===== src/rtl/seq_divider_pkg.sv =====
// Shared definitions for the sequential multiply/divide control blocks.
package seq_divider_pkg;

  localparam int unsigned W_DEFAULT = 8;

  typedef enum logic [1:0] {
    ST_IDLE = 2'd0,
    ST_RUN  = 2'd1,
    ST_DONE = 2'd2
  } state_e;

endpackage


===== src/rtl/div_iter_counter.sv =====
// Iteration counter for the divider; flags the final iteration while enabled.
module div_iter_counter #(
  parameter int unsigned max = 8
) (
  input  logic clk,
  input  logic rst,
  input  logic clr,
  input  logic en,
  output logic done
);

  localparam int unsigned CW = (max > 1) ? $clog2(max) : 1;

  logic [CW-1:0] count;

  always_ff @(posedge clk or posedge rst) begin
    if (rst) begin
      count <= '0;
    end else if (clr) begin
      count <= '0;
    end else if (en) begin
      count <= (count == CW'(max - 1)) ? '0 : count + CW'(1);
    end
  end

  assign done = en && (count == CW'(max - 1));

endmodule


===== src/rtl/seq_divider.sv =====
// Sequential restoring divider, one quotient bit per clock, Start/Done handshake.
// Optional DIV_OVERFLOW_CHECK_EN: early exit with error on divide-by-zero/overflow.
module seq_divider
  import seq_divider_pkg::*;
#(
  parameter int unsigned W = W_DEFAULT
) (
  input  logic           clk,
  input  logic           rst,
  input  logic           start,
  input  logic [2*W-1:0] dividend,
  input  logic [W-1:0]   divisor,
  output logic [W-1:0]   quotient,
  output logic [W-1:0]   remainder,
  output logic           done,
  output logic           busy,
  output logic           error,
  output logic [1:0]     state
);

  localparam logic [1:0] IDLE = ST_IDLE;
  localparam logic [1:0] RUN  = ST_RUN;
  localparam logic [1:0] DONE = ST_DONE;

  logic [1:0]   state_q, state_d;
  logic [W-1:0] r_q, r_d;
  logic [W-1:0] q_q, q_d;
  logic [W-1:0] d_q, d_d;
  logic [W-1:0] quo_q, quo_d;
  logic [W-1:0] rem_q, rem_d;
  logic         done_q, done_d;
  logic         busy_q, busy_d;
  logic         err_q, err_d;

  logic         start_acc;
  logic         last_iter;
  logic [W:0]   rs;
  logic [W:0]   diff;
  logic         ge;

  assign start_acc = (state_q == IDLE) && start;

  div_iter_counter #(.max(W)) u_cnt (
    .clk  (clk),
    .rst  (rst),
    .clr  (start_acc),
    .en   (state_q == RUN),
    .done (last_iter)
  );

  // Stored R always stays below D, so W bits hold it; the shifted value needs W+1.
  always_comb begin
    rs   = {r_q, q_q[W-1]};
    ge   = (rs >= {1'b0, d_q});
    diff = rs - {1'b0, d_q};
  end

  always_comb begin
    state_d = state_q;
    r_d     = r_q;
    q_d     = q_q;
    d_d     = d_q;
    quo_d   = quo_q;
    rem_d   = rem_q;
    done_d  = 1'b0;
    busy_d  = busy_q;
    err_d   = err_q;
    case (state_q)
      IDLE: begin
        busy_d = 1'b0;
        if (start) begin
          r_d     = dividend[2*W-1:W];
          q_d     = dividend[W-1:0];
          d_d     = divisor;
          err_d   = 1'b0;
          busy_d  = 1'b1;
          state_d = RUN;
`ifdef DIV_OVERFLOW_CHECK_EN
          if ((divisor == '0) || (dividend[2*W-1:W] >= divisor)) begin
            err_d   = 1'b1;
            q_d     = '1;
            r_d     = '0;
            state_d = DONE;
          end
`endif
        end
      end
      RUN: begin
        r_d = ge ? W'(diff) : W'(rs);
        q_d = {q_q[W-2:0], ge};
        if (last_iter) state_d = DONE;
      end
      DONE: begin
        quo_d   = q_q;
        rem_d   = r_q;
        done_d  = 1'b1;
        state_d = IDLE;
      end
      default: state_d = IDLE;
    endcase
  end

  always_ff @(posedge clk or posedge rst) begin
    if (rst) begin
      state_q <= IDLE;
      r_q     <= '0;
      q_q     <= '0;
      d_q     <= '0;
      quo_q   <= '0;
      rem_q   <= '0;
      done_q  <= 1'b0;
      busy_q  <= 1'b0;
      err_q   <= 1'b0;
    end else begin
      state_q <= state_d;
      r_q     <= r_d;
      q_q     <= q_d;
      d_q     <= d_d;
      quo_q   <= quo_d;
      rem_q   <= rem_d;
      done_q  <= done_d;
      busy_q  <= busy_d;
      err_q   <= err_d;
    end
  end

  assign quotient  = quo_q;
  assign remainder = rem_q;
  assign done      = done_q;
  assign busy      = busy_q;
  assign error     = err_q;
  assign state     = state_q;

endmodule


===== config.mk =====
export PLATFORM = sky130hd
export DESIGN_NAME = seq_divider
export DESIGN_NICKNAME = d
export VERILOG_FILES = /design/src/rtl/seq_divider_pkg.sv /design/src/rtl/div_iter_counter.sv /design/src/rtl/seq_divider.sv
export SDC_FILE = /design/constraint.sdc
export NUM_CORES = 1
export LEC_CHECK = 0
export BUFFER_PORTS_ARGS = -buffer_cell sky130_fd_sc_hd__buf_4
export CAP_MARGIN = 20
export CORE_ASPECT_RATIO = 1.5
export CORE_UTILIZATION = 30
export DETAILED_ROUTE_END_ITERATION = 16
export PLACE_DENSITY = 0.46
export REMOVE_ABC_BUFFERS = 1
export SLEW_MARGIN = 20
export SYNTH_ARGS = -nofsm -noshare
export SYNTH_HDL_FRONTEND = slang
export SYNTH_HIERARCHICAL = 1
export SYNTH_SLANG_ARGS = --single-unit

===== constraint.sdc =====
create_clock -name clk -period 2.6 [get_ports clk]
set_input_delay 0.26 -clock clk [delete_from_list [all_inputs] [get_ports clk]]
set_output_delay 0.26 -clock clk [all_outputs]
set_load 0.01 [all_outputs]

Yosys cells after proc, flatten, opt, wreduce, memory -nomap -nowiden:

Cells that the tools add are included.

* add/sub/neg operators: 2
* muxes and demuxes: 13
* magnitude comparators: 1
* reduce and logical (&&, ||, !) cells: 8
* equal/unequal tests: 5

Operators with widths (count)
* 8-bit one-hot mux with 2 select lines: 2
* 8-bit two-way mux: 3
* 9-bit by 8-bit greater-or-equal comparator with 1-bit output: 1
* 3-bit two-way mux: 3
* 8-bit subtractor: 1
* 2-bit AND reduction: 3
* 2-bit two-way mux: 2
* 2-bit != test, second input constant: 2
* 2-bit one-hot mux with 2 select lines: 1
* 2-bit nonzero test: 2
* 3-bit by 1-bit adder with 3-bit output, second input constant: 1
* 3-bit == test, second input constant: 1
* 2-bit by 1-bit == test with 1-bit output, second input constant: 1
* 2-bit == test, second input constant: 1
* 1-bit logical AND: 2
* 2-bit logical NOT: 1
* 1-bit two-way mux: 2

* flip-flop bits (word level): 47
* input bits: 27

Longest topological paths before layout:

Gate-level depths: netlist of the first run.

* depth after elaboration: 4
* mapped depth: 9

By module:

The synthesis of the first run kept the hierarchy.

Modules (own cells, without submodules)
* seq_divider: area each 2278.4 um^2, cells each 239, times used 1
* div_iter_counter: area each 166.4 um^2, cells each 15, times used 1

Worst setup path before layout of the first run:

Ideal clock, no wire load.

* path kind: reg2reg
* start: register q_q[7]
* end: register r_q[6]
* buffers on the path: 0
* data required time: 2.514 ns
* slack: 0.640 ns
* clock period less this slack: 1.960 ns
* stages on the path, launching flop included: 10
* library setup time: 0.086 ns
* arrival time: 1.874 ns
* cells stage by stage: dfrtp_1 inv_1 ha_1 fa_1 nor2b_4 o31a_1 o21a_1 nor3_1 or3b_1 a32oi_1

* word-level cells in the longest chain between the ends: 3
* elaborated cells on any way between the ends: 4
* those cells by class: add/sub (1); order compare (1); mux (2)

Ends and longest elaborated chain
* start, declared: line seq_divider.sv:27 `logic [W-1:0] q_q, q_d;`
* start signal, assigned: line seq_divider.sv:117 `q_q <= q_d;`
* 8-bit subtractor or 9-bit by 8-bit greater-or-equal comparator with 1-bit output (tied branches): line seq_divider.sv:55, seq_divider.sv:54
* 8-bit two-way mux *: line seq_divider.sv:89 `r_d = ge ? W'(diff) : W'(rs);`
* 8-bit one-hot mux with 2 select lines *: line seq_divider.sv:68 `case (state_q)`
* end signal, assigned: line seq_divider.sv:116 `r_q <= r_d;`
* end, declared: line seq_divider.sv:26 `logic [W-1:0] r_q, r_d;`

Every way passes the cells marked *; elsewhere a longest branch is shown, timed or not.
A chain may end at the register's enable or synchronous reset.

Worst setup path after layout of the first run:

* start: register r_q[5]
* end: register r_q[4]

* word-level cells in the longest chain between the ends: 3

Ends and longest elaborated chain
* 9-bit by 8-bit greater-or-equal comparator with 1-bit output: line seq_divider.sv:54 `ge = (rs >= {1'b0, d_q});`
* 8-bit two-way mux: line seq_divider.sv:89
* 8-bit one-hot mux with 2 select lines: line seq_divider.sv:68

No other way between the ends.

==> results of run 1 <==
[sequential cells by signal, indices dropped and copies added, names as in the netlist]
register / flops
state: 2
q_q: 8
remainder: 8
r_q: 8
busy: 1
d_q: 8
quotient: 8
done: 1
u_cnt/count: 3
[final cells by class]
type,instances,area (um^2)
multi-input combinational,180,1140
sequential,47,1180
inverter,15,56.3
timing repair buffer,53,400
clock buffer,6,129
clock inverter,2,16.3
tap,105,131
fill,809,4910
[power breakdown]
part | switching, mW | internal (mW) | leakage (nW)
logic | 1.18 | 0.991 | 0.784
registers | 0.211 | 1.05 | 0.525
clock network | 0.282 | 0.361 | 0.0675
total | 1.68 | 2.41 | 1.38
[synth_stat cells, types with 3 or more instances]
cell / instances / area, um^2
a211oi_1: 5 / 37.5
a21oi_1: 11 / 55.1
a31oi_1: 11 / 68.8
clkbuf_1: 6 / 22.5
dfrtp_1: 47 / 1180
ha_1: 10 / 125
inv_1: 14 / 52.6
mux2_2: 15 / 169
nand2_1: 46 / 173
nand2b_1: 5 / 31.3
nand3_1: 3 / 15.0
nor2_1: 17 / 63.8
o21a_1: 3 / 22.5
o21ai_0: 19 / 95.1
[cells by family (layout without fill, tap and decap cells)]
kind of cell	count (synthesis)	in the layout	share of synthesized area, %
and+or+nand+nor	86	86	16.0
AOI/OAI and AO/OA	64	64	16.3
DFF	47	47	48.1
buffers and inverters	27	76	5.37
muxes	17	17	7.73
adders and majority gates	11	11	5.94
other	1	1	0.153
xor gates and xnor gates	1	1	0.358
[routing by layer]
layer	routed length, um	global-route usage (%)
met5	0	0
met4	147	6.05
met3	194	2.96
met2	2890	24.7
met1	2520	17.9
[final timing paths]
kind / startpoint / endpoint / slack, ns / cells past startpoint
setup / recovery: r_q[5] / r_q[4] / 0.42 / 8
max in group asynchronous: rst / remainder[5] / 1.38 / 4
hold / removal: divisor[0] / d_q[0] / 0.17 / 3
setup reg to reg: r_q[5] / r_q[4] / 0.42 / 8
hold reg to reg: d_q[0] / d_q[0] / 0.49 / 2
min in group asynchronous: rst / u_cnt/count[2] / 0.41 / 3
[critical path, cell delays in order (launching register included)]
cell and delay (ns):
dfrtp_1 0.41, ha_1 0.39, a21oi_1 0.30, o221ai_2 0.13, a21oi_2 0.25, buf_4 0.23
a211oi_1 0.06, a211oi_1 0.22, a31oi_1 0.06
==> results.toml, run 1 <==
[global_route]
gr-total-overflow = 0
grt_pass1_wl_um = 9400
grt_pass1_vias = 1943
grt_max_degree = 37
grt.total_usage_pct = 14.7
grt_antenna_before_repair = 0

[sta]
worstMarginPinSlew_ns = 0.900
whs_ns = 0.168
finalCritPeriodShare_pct = 83.7
setup_tns_ns = 0
period_minus_slack_ns = 2.18
fmax_ghz = 0.460
slew_viol_final = 0
clock_skew_ns = 0.00432
hold_viol = 0
setup_ws_ns = 0.424
slew_headroom_pct = 40.0
final-setup-viol-count = 0
rsz0062_at_grt = "no"

[yosys]
yosysUniqueCellTypes = 45
yosysWarnings = 6
synth_ff_type = "dfrtp_1"
syn_inst = 254
synth-edff-count = 0
synth.avg_cell_area_um2 = 9.63
syn-cell-area_um2 = 2440
synth-seq-cells = 47
ys_seq_area_share_pct = 48.1
synthArstFlopShare_pct = 100

[setup_path]
worst_setup_path_end_kind = "flop"
path_class = "reg -> reg"
arrival_ns = 2.33
crit_required_ns = 2.76
worstPathMaxFanout = 10
start_kind = "flop"

[drt]
via_count = 1930
avgRoutedWirePerCell_um = 14.1
drtIter0Drc = 117
drt_first_pass_iters = 4
ant_nets = 0
routed_wl_um = 5750
route.detailed.drc = 0
avgViaCountPerCell = 4.73

[final_layout]
layout_commonest_cell = "buf_4"
area_growth_pct = 24.6
num_antenna_cells = 0
layout-drive-gt1-share_pct = 26.4
mostFrequentLayoutCells = "52 x buf_4, 47 x dfrtp_1, 46 x nand2_1"
stdcell_count = 408
nNetsFinal = 340
final_core_util_pct = 38.3
fin_area_um2 = 3050

[placement]
place_ws_ns = 0.425
portBuffers = 46
gp_congestion = 0.765
dp.final_hpwl_um = 4170
place_area_um2 = 2890
dp_cells = 399

[floorplanning]
die_h_um = 113
io-pin-count = 48
initial_core_util_pct = 30.7
die_width_um = 75.7
coreArea_um2 = 7960
rows = 40
die_area_um2 = 8520

[clock_tree]
post-cts-setup-buffer-count = 0
htree_levels = 2
cts_made_buffers = 5
cts_tree = "built"
cts-root-buf = "clkbuf_16"
clock_latency_ns = 0.29
cts_max_path_buffers = 2
clk_pin_slew_ns = 0.06
ctsHoldBuffers = 1
cts-resized-gates = 0
cts_sinks = 47

[power_and_ir_drop]
finalPower_mw = 4.08
power_density_nw_per_um2 = 1340
ir_drop_mv = 0.429
leakage_nw = 1.38

[run]
drv_cap = 0

[status]
status = "complete, no violations"

[min_path]
min_path_type = "in -> reg"
No activity file was read; power rests on OpenSTA's default activity.
==> run 2: changes to the inputs <==
Settings changed: PLACE_DENSITY 0.46 to 0.47.
Clock period 2.6 ns to 2 ns, I/O delays scaled along.
==> run 2 against run 1 <==
Effect of this change: register-to-register slack got worse by 0.39 ns; fmax grew 11%; sequential cell count unchanged; largest cell class is now multi-input combinational cells; highest routed layer unchanged.
==> results.toml, run 2 (synthesis gave the netlist of run 1 again) <==
[drt]
drtIter0Drc = 59
route.detailed.drc = 0
avgRoutedWirePerCell_um = 13.6
drt_first_pass_iters = 4
routed_wl_um = 5840
via_count = 1986
ant_nets = 0
avgViaCountPerCell = 4.63

[setup_path]
worstPathMaxFanout = 3
path_buf_inv = 1
crit_required_ns = 2.21
start_kind = "flop"
crit_chain = "inv_2, ha_4, fa_2, nor2b_4, o31a_1, o21a_1, o21ai_1, or3b_1, a32oi_1"
slowest_delay_ns = 0.37
arrival_ns = 2.18
path_class = "reg -> reg"
crit_family = "compound AO/OA/AOI/OAI gates"
worst_setup_path_end_kind = "flop"
cp_slowest_cell = "dfrtp_1"

[sta]
slew_viol_final = 0
rsz0062_at_grt = "yes"
hold_viol = 0
clock_skew_ns = 0.00443
fmax_ghz = 0.508
period_minus_slack_ns = 1.97
worstMarginPinSlew_ns = 0.698
finalCritPeriodShare_pct = 98.5
slew_headroom_pct = 53.1
final-setup-viol-count = 0

[placement]
portBuffers = 46
place_area_um2 = 3060
dp.final_hpwl_um = 4420
gp_congestion = 0.748

[global_route]
grt_antenna_before_repair = 0
grt_util_met1_pct = 17.9
grt_pass1_wl_um = 9550
grt.total_usage_pct = 15.1
grt_max_degree = 24
gr-total-overflow = 0
grt_pass1_vias = 1975
use_met2_pct = 26.3
use_met3_pct = 2.69
busiest_layer = "met2"

[floorplanning]
io-pin-count = 48
rows = 40
die_area_um2 = 8520
die_width_um = 75.7
initial_core_util_pct = 30.7
coreArea_um2 = 7960
die_h_um = 113

[clock_tree]
post-cts-setup-buffer-count = 0
cts_made_buffers = 5
htree_levels = 2
cts_tree = "built"
cts_max_path_buffers = 2
clock_latency_ns = 0.29
cts-root-buf = "clkbuf_16"
cts_sinks = 47
clk_pin_slew_ns = 0.07

[power_and_ir_drop]
leakage_nw = 1.48
power_density_nw_per_um2 = 1800
ir_drop_mv = 0.635
switching_power_mw = 2.36
combPwrFrac_pct = 58.3
swShare_pct = 39.9
p_seq_share_pct = 27.4
p_int_mw = 3.55
p_clk_share_pct = 14.3

[final_layout]
mostFrequentLayoutCells = "72 x buf_4, 47 x dfrtp_1, 46 x nand2_1"
layout-drive-gt1-share_pct = 34.6
area_growth_pct = 34.4
layout_commonest_cell = "buf_4"
fin_area_um2 = 3290
final_core_util_pct = 41.3
nNetsFinal = 361
num_antenna_cells = 0

[min_path]
min_path_type = "in -> reg"

[run]
drv_cap = 0

[status]
status = "complete, no violations"
-- run 2: cell count changes in the layout (fill, tap and decap cells not counted), moves of 2 or more --
cell	delta
ha_1	-4
buf_4	+20
ha_4	+3
a21oi_1	-2
-- run 2: final cells by class --
cell class / count / area [um^2]
tap: 105 / 131
multi-input combinational: 180 / 1210
clock inverter: 2 / 16.3
fill: 804 / 4670
sequential: 47 / 1180
timing repair buffer: 74 / 571
clock buffer: 6 / 129
inverter: 15 / 56.3
-- run 2: path summary, 6_finish.rpt --
path	start	endpoint	slack, ns	cells after the start
setup reg to reg	q_q[7]	r_q[6]	0.03	9
setup / recovery	q_q[7]	r_q[6]	0.03	9
hold reg to reg	quotient[7]	quotient[7]	0.49	2
max in group asynchronous	rst	d_q[3]	0.99	4
min in group asynchronous	rst	u_cnt/count[0]	0.34	3
hold / removal	divisor[0]	d_q[0]	0.11	3
-- run 2: power by group through the flow --
stage / sequential, mW / combinational, mW / clock, mW
after floorplan: 1.65 / 2.00 / 0
after global placement: 1.62 / 3.24 / 0
after detailed placement: 1.62 / 3.26 / 0
after CTS: 1.62 / 3.39 / 0.879
after global routing: 1.67 / 3.89 / 0.905
final: 1.62 / 3.45 / 0.847
-- run 2: what timing repair did --
item | 4_1_cts | 5_1_grt
setup endpoints to repair | 3 | 8
endpoints found under the hold margin | 19 | 0
resized for setup | 8 | 5
pin swaps | 0 | 1
hold buffers | 1 | 0
-- run 2: worst min-delay path, stage by stage --
cell and delay (ns):
buf_4 0.08, nand2_1 0.04, nand2_1 0.05
-- run 2: per-layer routing --
metal / wire length [um] / vias to the layer above
met5: 0 / -
met4: 96 / 0
li1: - / 1006
met1: 2430 / 944
met3: 171 / 5
met2: 3140 / 31
-- run 2: through the flow --
| stage | setup WS [ns] | setup TNS (ns) | hold slack, ns | instances | power [mW] |
|---|---|---|---|---|---|
| CTS | 0.0119 | 0 | 0.103 | 429 | 5.88 |
| detailed placement | -0.0377 | -0.0667 | 0.0927 | 420 | 4.88 |
| global placement | 0.00317 | 0 | 0.0920 | 420 | 4.86 |
| floorplan | -0.0624 | -0.0779 | -0.0464 | 242 | 3.65 |
| finish | 0.0309 | 0 | 0.106 | 429 | 5.91 |
| global route | -0.134 | -0.134 | 0.113 | 429 | 6.47 |
==> run 3: changes to the inputs <==
Settings changed: CORE_MARGIN set to 2.
==> run 3 against run 2 <==
Effect of this change: via count increased by 1.6%; wire length increased by 2.7%; global-route usage decreased by 0.67 points; total power increased by 0.78%; sequential cell count unchanged; largest cell class unchanged; highest routed layer unchanged; critical endpoint unchanged.
==> results.toml, run 3 (synthesis gave the netlist of run 1 again) <==
[final_layout]
nNetsFinal = 359
fill_cells = 820
num_antenna_cells = 0
mostFrequentLayoutCells = "69 x buf_4, 47 x dfrtp_1, 46 x nand2_1"
stdcell_count = 427
ff_latch_area_um2 = 1180
area_growth_pct = 34.5
multi_input_area_um2 = 1220
layout_commonest_cell = "buf_4"
layout-drive-gt1-share_pct = 35.1

[floorplanning]
rows = 40
die_h_um = 115
die_area_um2 = 8900
coreArea_um2 = 7960
io-pin-count = 48
initial_core_util_pct = 30.7
die_width_um = 77.7

[setup_path]
reg2reg_from = "d_q[0]"
start_kind = "flop"
worstPathMaxFanout = 2
crit_chain = "ha_4, fa_2, nor2b_4, o31a_1, o21a_1, nor3_1, or3b_1, a32oi_1"
slowest_delay_ns = 0.41
worst_setup_path_end_kind = "flop"
r2r_slack_ns = 0.03
worstReg2RegEnd = "r_q[6]"
arrival_ns = 2.18
crit_required_ns = 2.21
reg2reg_depth = 8
cp_slowest_cell = "dfrtp_1"
path_class = "reg -> reg"

[sta]
whs_ns = 0.101
rsz0062_at_grt = "yes"
worstMarginPinSlew_ns = 0.660
clock_skew_ns = 0.00652
slew_headroom_pct = 55.7
final-setup-viol-count = 0
period_minus_slack_ns = 1.97
finalCritPeriodShare_pct = 98.6
fmax_ghz = 0.507
hold_viol = 0
slew_viol_final = 0

[clock_tree]
htree_levels = 2
cts_max_path_buffers = 2
cts_sinks = 47
clock_latency_ns = 0.29
cts-root-buf = "clkbuf_16"
cts_tree = "built"
clk_pin_slew_ns = 0.06
cts_made_buffers = 5

[drt]
via_count = 2017
ant_nets = 0
drt_first_pass_iters = 4
routed_wl_um = 6000
avgRoutedWirePerCell_um = 14.0
route.detailed.drc = 0
drtIter0Drc = 102
avgViaCountPerCell = 4.72

[power_and_ir_drop]
power_density_nw_per_um2 = 1810
leakage_nw = 1.48
ir_drop_mv = 0.632

[run]
drv_cap = 0

[min_path]
min_path_type = "in -> reg"
whs_path_depth = 3
hold_end = "d_q[0]"
min_from = "divisor[0]"

[status]
status = "complete, no violations"

[placement]
dp_cells = 414
portBuffers = 46
gp_congestion = 0.724
dp.final_hpwl_um = 4400

[global_route]
grt.total_usage_pct = 14.5
grt_pass1_vias = 2001
grt_antenna_before_repair = 0
grt_max_degree = 29
gr-total-overflow = 0
grt_pass1_wl_um = 9980
[run 3: cell types whose count changed in the layout (fill, tap and decap cells not counted), sizes merged]
cell | previous run | this run
buf | 73 | 71
clkinv | 2 | 4
clkinvlp | 1 | 0
inv | 14 | 13
[run 3: layout make-up]
cell class                 instances  share of cell area, %
clock inverter                     2                  0.533
timing repair buffer              72                   17.0
clock buffer                       6                   3.92
sequential                        47                   35.8
inverter                          15                   1.71
tap                              105                   4.00
multi-input combinational        180                   37.1
[run 3: per-stage QoR]
step | power, mW | setup slack [ns] | instance area (um^2) | TNS (ns) | util (%)
after detailed placement | 4.77 | -0.0381 | 3020 | -0.0381 | 37.9
after global placement | 4.75 | 0.00639 | 3020 | 0 | 37.9
after CTS | 5.77 | -0.00139 | 3220 | -0.00139 | 40.4
after global routing | 6.56 | -0.0954 | 3290 | -0.0996 | 41.3
after floorplan | 3.65 | -0.0624 | 2370 | -0.0779 | -
final | 5.96 | 0.0279 | 3290 | 0 | 41.3
[run 3: metal layers]
metal | part of all wire (%) | GRT usage, % | up-vias
li1 | - | - | 1005
met1 | 43 | 17.3 | 968
met2 | 53 | 26.1 | 38
met3 | 2.6 | 2.13 | 6
met4 | 1.8 | 5.36 | 0
met5 | 0 | 0 | -
[run 3: worst max path at each step]
stage | start | end | slack (ns) | cells after the start
floorplan | r_q[5] | r_q[0] | -0.06 | 6
global placement | q_q[7] | r_q[6] | 0.006 | 9
detailed placement | d_q[0] | r_q[6] | -0.04 | 8
CTS | d_q[0] | r_q[6] | -0.001 | 8
global route | q_q[7] | r_q[6] | -0.1 | 9
finish | d_q[0] | r_q[6] | 0.03 | 8
[run 3: what timing repair did]
| item | in CTS | in global routing |
|---|---|---|
| hold buffers | 1 | 0 |
| cloned | 0 | 0 |
| resized for setup | 7 | 12 |
| pin swaps | 2 | 4 |
| endpoints found under the setup margin | 3 | 6 |
| endpoints found under the hold margin | 19 | 0 |
| setup buffers | 1 | 3 |
[run 3: critical path, delay by kind of cell (launching register included)]
family          cells  cell delay, ns
compound gates      3            0.44
flops               1            0.41
fa+ha+maj           2            0.53
simple gates        3            0.50
[run 3: power breakdown]
part	switching, mW	leakage (nW)	internal, mW
clock	0.374	0.0710	0.469
combinational	1.74	0.880	1.74
sequential	0.267	0.525	1.37
